==> config.mk <==
export PLATFORM = sky130hd
export DESIGN_NAME = apb_sink_buffer
export DESIGN_NICKNAME = d
export VERILOG_FILES = /design/src/rtl/interconnect_pkg.sv /design/src/rtl/apb_sink_fifo_mem.sv /design/src/rtl/apb_sink_buffer.sv
export SDC_FILE = /design/constraint.sdc
export NUM_CORES = 1
export LEC_CHECK = 0
export ABC_AREA = 1
export CAP_MARGIN = 5
export CORE_MARGIN = 2
export CORE_UTILIZATION = 60
export CTS_BUF_LIST = sky130_fd_sc_hd__clkbuf_4 sky130_fd_sc_hd__clkbuf_8
export DETAILED_ROUTE_END_ITERATION = 10
export PLACE_DENSITY_LB_ADDON = 0.15
export RECOVER_POWER = 100
export SYNTH_ARGS = -nofsm -noshare
export SYNTH_HDL_FRONTEND = slang
export SYNTH_SLANG_ARGS = --single-unit
==> constraint.sdc <==
create_clock -name pclk -period 6.4 [get_ports pclk]
set_clock_uncertainty 0.2 [all_clocks]
set_input_delay 0.64 -clock pclk [delete_from_list [all_inputs] [get_ports pclk]]
set_output_delay 0.64 -clock pclk [all_outputs]
set_load 0.01 [all_outputs]
==> src/rtl/interconnect_pkg.sv <==
// Shared definitions for the APB interconnect and its per-port sink buffers.
package interconnect_pkg;

    localparam int DATA_WIDTH  = 32;
    localparam int NUM_SOURCES = 4;
    localparam int NUM_SINKS   = 4;

    typedef logic [DATA_WIDTH-1:0] data_t;

    typedef enum logic [1:0] {
        EMPTY   = 2'd0,
        PARTIAL = 2'd1,
        FULL    = 2'd2
    } occ_state_e;

endpackage

==> src/rtl/apb_sink_fifo_mem.sv <==
// Storage array for the sink buffer: one synchronous write port and one
// asynchronous read port. All pointer and occupancy control lives in the parent.
module apb_sink_fifo_mem #(
    parameter int DATA_WIDTH = 32,
    parameter int DEPTH      = 8,
    localparam int AW        = $clog2(DEPTH)
) (
    input  logic                  pclk,
    input  logic                  we,
    input  logic [AW-1:0]         waddr,
    input  logic [DATA_WIDTH-1:0] wdata,
    input  logic [AW-1:0]         raddr,
    output logic [DATA_WIDTH-1:0] rdata
);

    logic [DATA_WIDTH-1:0] mem [DEPTH];

    // NOTE: the array has no reset; contents are meaningless until written,
    // and out_valid qualifies every read, so a reset would only add fan-out.
    always_ff @(posedge pclk) begin
        if (we) begin
            mem[waddr] <= wdata;
        end
    end

    assign rdata = mem[raddr];

endmodule

==> src/rtl/apb_sink_buffer.sv <==
// Per-source ingress buffer: captures eligible interconnect delivery pulses into
// a first-word-fall-through FIFO, drained over valid/ready; overflow is counted.
module apb_sink_buffer #(
    parameter int DATA_WIDTH = 32,
    parameter int DEPTH      = 8,
    parameter int CNT_WIDTH  = 8
) (
    input  logic                    pclk,
    input  logic                    rst,
    input  logic                    in_valid,
    input  logic [DATA_WIDTH-1:0]   in_data,
    input  logic                    in_is_brdcst,
    input  logic                    brdcst_subscribed,
    output logic                    out_valid,
    input  logic                    out_ready,
    output logic [DATA_WIDTH-1:0]   out_data,
    output logic [$clog2(DEPTH):0]  level,
    output logic                    overflow,
    output logic [CNT_WIDTH-1:0]    drop_count,
    input  logic                    clr_stats
);

    import interconnect_pkg::*;

    localparam int AW = $clog2(DEPTH);
    localparam int LW = AW + 1;

    occ_state_e           occ_q, occ_d;
    logic [AW-1:0]        rd_ptr_q, rd_ptr_d;
    logic [AW-1:0]        wr_ptr_q, wr_ptr_d;
    logic [LW-1:0]        level_q, level_d;
    logic                 overflow_q, overflow_d;
    logic [CNT_WIDTH-1:0] drop_cnt_q, drop_cnt_d;

    logic eligible, pop, push, drop;

    // NOTE: every signal gets a default at the top of the block so that no
    // path leaves it unassigned, which would otherwise infer a latch.
    always_comb begin
        eligible   = in_valid && (!in_is_brdcst || brdcst_subscribed);
        pop        = (occ_q != EMPTY) && out_ready;
        push       = eligible && ((occ_q != FULL) || pop);
        drop       = eligible && (occ_q == FULL) && !pop;

        rd_ptr_d   = rd_ptr_q;
        wr_ptr_d   = wr_ptr_q;
        level_d    = level_q;
        overflow_d = overflow_q;
        drop_cnt_d = drop_cnt_q;

        if (pop)  rd_ptr_d = rd_ptr_q + AW'(1);
        if (push) wr_ptr_d = wr_ptr_q + AW'(1);

        unique case ({push, pop})
            2'b10:   level_d = level_q + LW'(1);
            2'b01:   level_d = level_q - LW'(1);
            default: level_d = level_q;
        endcase

        // A drop in the same cycle as a clear must still be recorded.
        if (clr_stats) begin
            overflow_d = 1'b0;
            drop_cnt_d = '0;
        end
        if (drop) begin
            overflow_d = 1'b1;
            if (clr_stats)              drop_cnt_d = CNT_WIDTH'(1);
            else if (drop_cnt_q != '1)  drop_cnt_d = drop_cnt_q + CNT_WIDTH'(1);
        end

        if (level_d == '0)                occ_d = EMPTY;
        else if (level_d == LW'(DEPTH))   occ_d = FULL;
        else                              occ_d = PARTIAL;
    end

    // NOTE: state flops use non-blocking assignments so every flop samples
    // values from before the edge, independent of statement order.
    always_ff @(posedge pclk or posedge rst) begin
        if (rst) begin
            occ_q      <= EMPTY;
            rd_ptr_q   <= '0;
            wr_ptr_q   <= '0;
            level_q    <= '0;
            overflow_q <= 1'b0;
            drop_cnt_q <= '0;
        end else begin
            occ_q      <= occ_d;
            rd_ptr_q   <= rd_ptr_d;
            wr_ptr_q   <= wr_ptr_d;
            level_q    <= level_d;
            overflow_q <= overflow_d;
            drop_cnt_q <= drop_cnt_d;
        end
    end

    apb_sink_fifo_mem #(
        .DATA_WIDTH (DATA_WIDTH),
        .DEPTH      (DEPTH)
    ) u_mem (
        .pclk  (pclk),
        .we    (push),
        .waddr (wr_ptr_q),
        .wdata (in_data),
        .raddr (rd_ptr_q),
        .rdata (out_data)
    );

    assign out_valid  = (occ_q != EMPTY);
    assign level      = level_q;
    assign overflow   = overflow_q;
    assign drop_count = drop_cnt_q;

endmodule

## After elaboration in Yosys (flattened, before gate mapping)

Memories as Yosys holds them, arrays and structs flattened.
Index checks and enable logic that the tools add are counted.

| storage, ports and cells | value |
|---|---|
| bits in writable memories | 256 |
| output and inout port bits | 46 |
| bits in read-only memories | 0 |
| bits in registers | 21 |
| memories kept | 1 |
| input port bits | 39 |
| logic and storage cells | 41 |
| bits in latches | 0 |

| cells by class | value |
|---|---|
| multiplexer cells | 11 |
| divide/modulo/power cells | 0 |
| equality and inequality tests | 6 |
| reductions and logical operators | 12 |
| $lt $le $gt $ge | 0 |
| shifts and indexed selects | 0 |
| multipliers | 0 |
| add/subtract/negate cells | 5 |
| bitwise operators | 0 |

Memories:

| name | depth | bits a word | rd ports | clocked after Yosys merged registers in | write ports | RTL line | RTL |
|---|---|---|---|---|---|---|---|
| u_mem.mem | 8 | 32 | 1 | 0 | 1 | apb_sink_fifo_mem.sv:16 | `logic [DATA_WIDTH-1:0] mem [DEPTH];` |

Operators by type and width:

| cell | number |
|---|---|
| 8-bit two-way mux | 4 |
| 8-bit by 1-bit adder with 8-bit output (second input constant) | 1 |
| 8-bit inequality test (second input constant) | 1 |
| 4-bit case mux with 2 select lines | 1 |
| 3-bit by 1-bit adder with 3-bit output (second input constant) | 2 |
| 1-bit logical AND | 5 |
| 4-bit by 1-bit adder with 4-bit output (second input constant) | 1 |
| 2-bit equality test (second input constant) | 2 |
| 4-bit equality test (second input constant) | 1 |
| 4-bit logical NOT | 1 |
| 1-bit two-way mux | 4 |
| 2-bit two-way mux | 2 |
| 2-bit nonzero test | 2 |
| 4-bit by 1-bit subtractor with 4-bit output (second input constant) | 1 |
| 2-bit by 1-bit equality test with 1-bit output (second input constant) | 1 |
| 1-bit logical NOT | 2 |
| 1-bit logical OR | 2 |
| 2-bit inequality test (second input constant) | 1 |

## Logic depth before layout (Yosys ltp)

| depth | value |
|---|---|
| depth after elaboration | 9 |
| gate-level depth with buffers | 14 |
| mapped depth without buffers | 14 |

## Cells and area by module

Synthesis repeated with hierarchy kept, for this count alone.

| second synthesis, totals | value |
|---|---|
| cells, all modules | 1,260 |
| area total of the unflattened synthesis | 12,429.4 um^2 |

Modules (own cells, without submodules):

| module | times used | cells an instance | seq. area each (um^2) | area an instance (um^2) |
|---|---|---|---|---|
| apb_sink_fifo_mem | 1 | 1,124 | 7,687.4 | 11,232.0 |
| apb_sink_buffer | 1 | 136 | 525.5 | 1,197.4 |

## Worst setup path before layout

Ideal clock, no wire load.

| timing path | value |
|---|---|
| path type | input to register |
| start | input port brdcst_subscribed |
| end | memory u_mem.mem[0][0] (enable) |
| data required time | 5.779 ns |
| slack | 3.021 ns |
| cell stages on the path | 7 |
| buffers on the path | 0 |
| arrival time | 2.758 ns |
| setup time | 0.421 ns |
| cells stage by stage | inv_1 > nand2_1 > nand2_2 > nor2_4 > inv_1 > or2_2 > nor2_1 |

| on the way | value |
|---|---|
| longest elaborated chain between the ends | 5 |

Ends and longest elaborated chain:

| item | RTL line | RTL |
|---|---|---|
| start, declared | apb_sink_buffer.sv:13 | `input logic brdcst_subscribed,` |
| 1-bit logical OR | apb_sink_buffer.sv:40 | `eligible = in_valid && (!in_is_brdcst \|\| brdcst_subscribed);` |
| 1-bit logical AND | apb_sink_buffer.sv:40 |  |
| 1-bit logical AND | apb_sink_buffer.sv:42 | `push = eligible && ((occ_q != FULL) \|\| pop);` |
| 1-bit two-way mux | apb_sink_fifo_mem.sv:21 | `if (we) begin` |
| 1-bit two-way mux (implied by the code) | apb_sink_fifo_mem.sv:22 | `mem[waddr] <= wdata;` |
| end, declared | apb_sink_fifo_mem.sv:16 |  |

No other way between the ends.

## Worst setup path in the final report

| timing path | value |
|---|---|
| start | register rd_ptr_q[0] |
| end | output port out_data[14] |

| on the way | value |
|---|---|
| longest elaborated chain between the ends | 1 |

Ends and longest elaborated chain:

| item | RTL line | RTL |
|---|---|---|
| start, declared | apb_sink_buffer.sv:29 | `logic [AW-1:0] rd_ptr_q, rd_ptr_d;` |
| start signal, assigned | apb_sink_buffer.sv:88 | `rd_ptr_q <= rd_ptr_d;` |
| memory 8 x 32 bit | -- |  |
| end, declared | apb_sink_buffer.sv:16 | `output logic [DATA_WIDTH-1:0] out_data,` |

No other way between the ends.

==> qor.txt <==
Area leader, netlist = edfxtp_1
Critical Path Fanout Max = 96
Clock power frac = 24.8%
Synthesis-to-layout area growth = 16.0%
Initial Utilization = 61.3%
Syn Inst Count = 879
First-pass GRT wire length = 35,700 um
Mapped cell area = 11,100 sq um
Hold Crit Class = reg -> reg
# setup viols final = 0
Clock Path Buffers = 3
Die W = 140 um
Number of global-route vias before repair = 6,992
Vias per cell = 5.80
Iteration count of the initial detailed-routing pass = 7
Fmax achieved = 0.200 GHz
DIE HEIGHT = 140 um
DR WL/cell = 18.8 um
Yosys top cell area share = 69.6%
Final HPWL DP = 12,200 um
Die area = 19,500 sq um
Routed via count = 7,150
GR Util All Layers = 23.4%
Core box area = 18,000 sq um
Failing checks = max-capacitance violations, max-slew violations
Final setup TNS = 0 ns
Post-synthesis sequential area ratio = 74.3%
Max-cap violation count = 8
Worst EP required = 5.56 ns
Synthesized area per cell = 12.6 sq um
Final Core Density = 71.1%
Clock Sinks = 277
Outcome = complete, but fails checks
Slew HR = -67.7%
Clk pin slew, worst setup/hold paths = 0.06 ns
Fin. max-slew vios = 216
Net Sw Frac = 35.0%
Syn nets = 922
P_leak = 0.00439 uW
Seq pwr share = 41.6%
Placer Congestion = 0.794
Crit start category = flip-flop
Row count = 49
FFs w/ async S/R, synth = 7.58%
TritonCTS buffer count = 43
Period minus WS final = 4.99 ns
CTS resizes = 0
H-tree lvl count = 2
Worst path slowest cell = inv_2
Hold Fails Final Rpt = 0
Dpl ws = 1.97 ns
Worst skew pair latency = 0.53 ns
I/O pin cnt = 85
Crit path capture type = output pin
RSZ-0062 raised after global routing = no
Critical path class = reg -> out
Largest net degree at the start of global routing = 97
Initial antenna violation count = 2
CTS tree = done
Layout cells sized above 1 = 9.58%
Ys flop type = edfxtp_1
CP arrival = 4.15 ns
Gate power share = 33.6%
Slew at the pin closest to its max-slew limit = 2.52 ns
Port bufs = 84
Internal = 3590 uW
Net switching power = 1930 uW
Synth Register Bits = 277
Initial DRC count = 637
Post-route clock period utilization = 78.0%
Fin nets = 1,015
Gr ovfl total = 0
Worst-path cell chain = inv_2 > buf_4 > o21ai_0 > o22ai_1 > nor2_1 > a31oi_1 > dlygate4sd3_1
DRC errors left = 0
Longest individual stage delay on the worst path = 1.13 ns
Min-Delay Path Depth = 2
Fin worst setup slack = 1.41 ns
Hold_buf cts = 0
Worst VDD drop = 0.355 mV
CTS Root Cell = clkbuf_8
Number of synthesized flops with an enable pin = 256
Overall routed net length = 23,100 um
Syn. warnings = 0
R2R depth = 7
Setup Fix Bufs, Post-CTS = 0
Area contributors post-synth = edfxtp_1, nor2_1, o21ai_0
Number of distinct library cells after synthesis = 31
Power Density = 431 nW/um^2
Antenna viol nets, final = 0
-- cell usage after synthesis (2+ instances only) --
master and instances:
edfxtp_1 256, nor2_1 241, o21ai_0 139, a31oi_1 33
o22ai_1 32, nand2_1 31, clkbuf_1 27, inv_1 25
dfrtp_1 21, buf_2 13, buf_4 7, inv_2 6
nand2_2 6, nand3_1 6, xor2_1 5, a21oi_1 4
ha_1 4, nand3_2 3, nor2_2 3, buf_1 2
nand2_4 2, nor2_4 2, nor3_1 2, o21ai_2 2
-- flip-flops by register name, summed over array words and instances (netlist names) --
register / cells
drop_count: 8
level: 4
overflow: 1
wr_ptr_q: 3
rd_ptr_q: 3
u_mem.mem: 256
occ_q: 2
-- layer usage --
metal	vias up	share of wire [%]	GRT usage, %	wire, um
met5	-	0.056	0	13
met4	2	2.3	8.74	531
met3	51	7.4	5.44	1720
met2	308	48	37.4	11200
met1	3443	42	31.8	9710
li1	3346	-	-	-
-- logic make-up (layout without fill, tap and decap cells) --
kind of cell	count (synthesis)	count (layout)	synth area share [%]
buffers and inverters	80	203	3.10
AO/OA/AOI/OAI	212	212	10.4
AND/OR/NAND/NOR	299	299	11.1
other	0	1	0
XOR/XNOR	7	7	0.623
flip-flops	277	277	74.3
adder cells (fa/ha/maj)	4	4	0.453
-- placed cells by master (no fill, tap or decap), types with 2 or more instances in the layout --
master / Yosys / layout
clkinvlp_4: 0 / 5
nor3_1: 2 / 2
clkbuf_1: 27 / 8
nand3_1: 6 / 7
a31oi_1: 33 / 33
clkdlybuf4s50_1: 0 / 8
dfrtp_1: 21 / 19
dlygate4sd3_1: 0 / 76
clkbuf_4: 0 / 11
buf_4: 7 / 5
nand2_2: 6 / 5
inv_1: 25 / 24
edfxtp_1: 256 / 256
nand2_1: 31 / 33
ha_1: 4 / 4
o22ai_1: 32 / 32
a21oi_1: 4 / 4
clkinv_1: 0 / 8
xor2_1: 5 / 6
inv_2: 6 / 7
nand3_2: 3 / 2
clkbuf_8: 0 / 45
nor2_4: 2 / 4
clkinv_2: 0 / 5
o21ai_0: 139 / 140
nor2_1: 241 / 241
-- worst max-delay path: cells and delay by family (launching register included) --
kind | cells | cell delay, ns
AND/OR/NAND/NOR | 1 | 0.06
flip-flops | 1 | 0.72
AO/OA/AOI/OAI | 3 | 0.52
buffers and inverters | 3 | 2.24
-- power by group through the flow --
stage	combinational [uW]	clock (uW)	sequential, uW
floorplan	1240	0	2270
global placement	1890	0	2320
detailed placement	1950	0	2330
CTS	1960	1390	2300
global route	2030	1460	2320
finish	1850	1370	2300
-- final timing paths --
path	start	to	slack (ns)
setup / recovery	rd_ptr_q[0]	out_data[14]	1.41
hold / removal	overflow	overflow	0.31
setup reg to reg	occ_q[1]	u_mem.mem[4][12]	2.20
hold reg to reg	overflow	overflow	0.31
max in group asynchronous	rst	rd_ptr_q[0]	4.84
min in group asynchronous	rst	level[0]	0.52
-- metrics by stage --
stage	area (sq um)	hold WS (ns)	total power [uW]	instances
floorplan	11100	0.290	3510	879
global placement	12100	0.273	4210	1156
detailed placement	12100	0.289	4280	1156
CTS	12900	0.314	5650	1231
global route	12800	0.321	5820	1231
finish	12800	0.309	5520	1232
-- final cells by class --
| class | instances | area (sq um) |
|---|---|---|
| fill | 1199 | 5210 |
| sequential | 277 | 8220 |
| timing repair buffer | 97 | 908 |
| multi-input combinational | 522 | 2480 |
| antenna | 1 | 2.50 |
| inverter | 31 | 116 |
| clock inverter | 19 | 101 |
| clock buffer | 56 | 702 |
| tap | 229 | 287 |
Note: power is estimated with default switching activity, not from simulation.
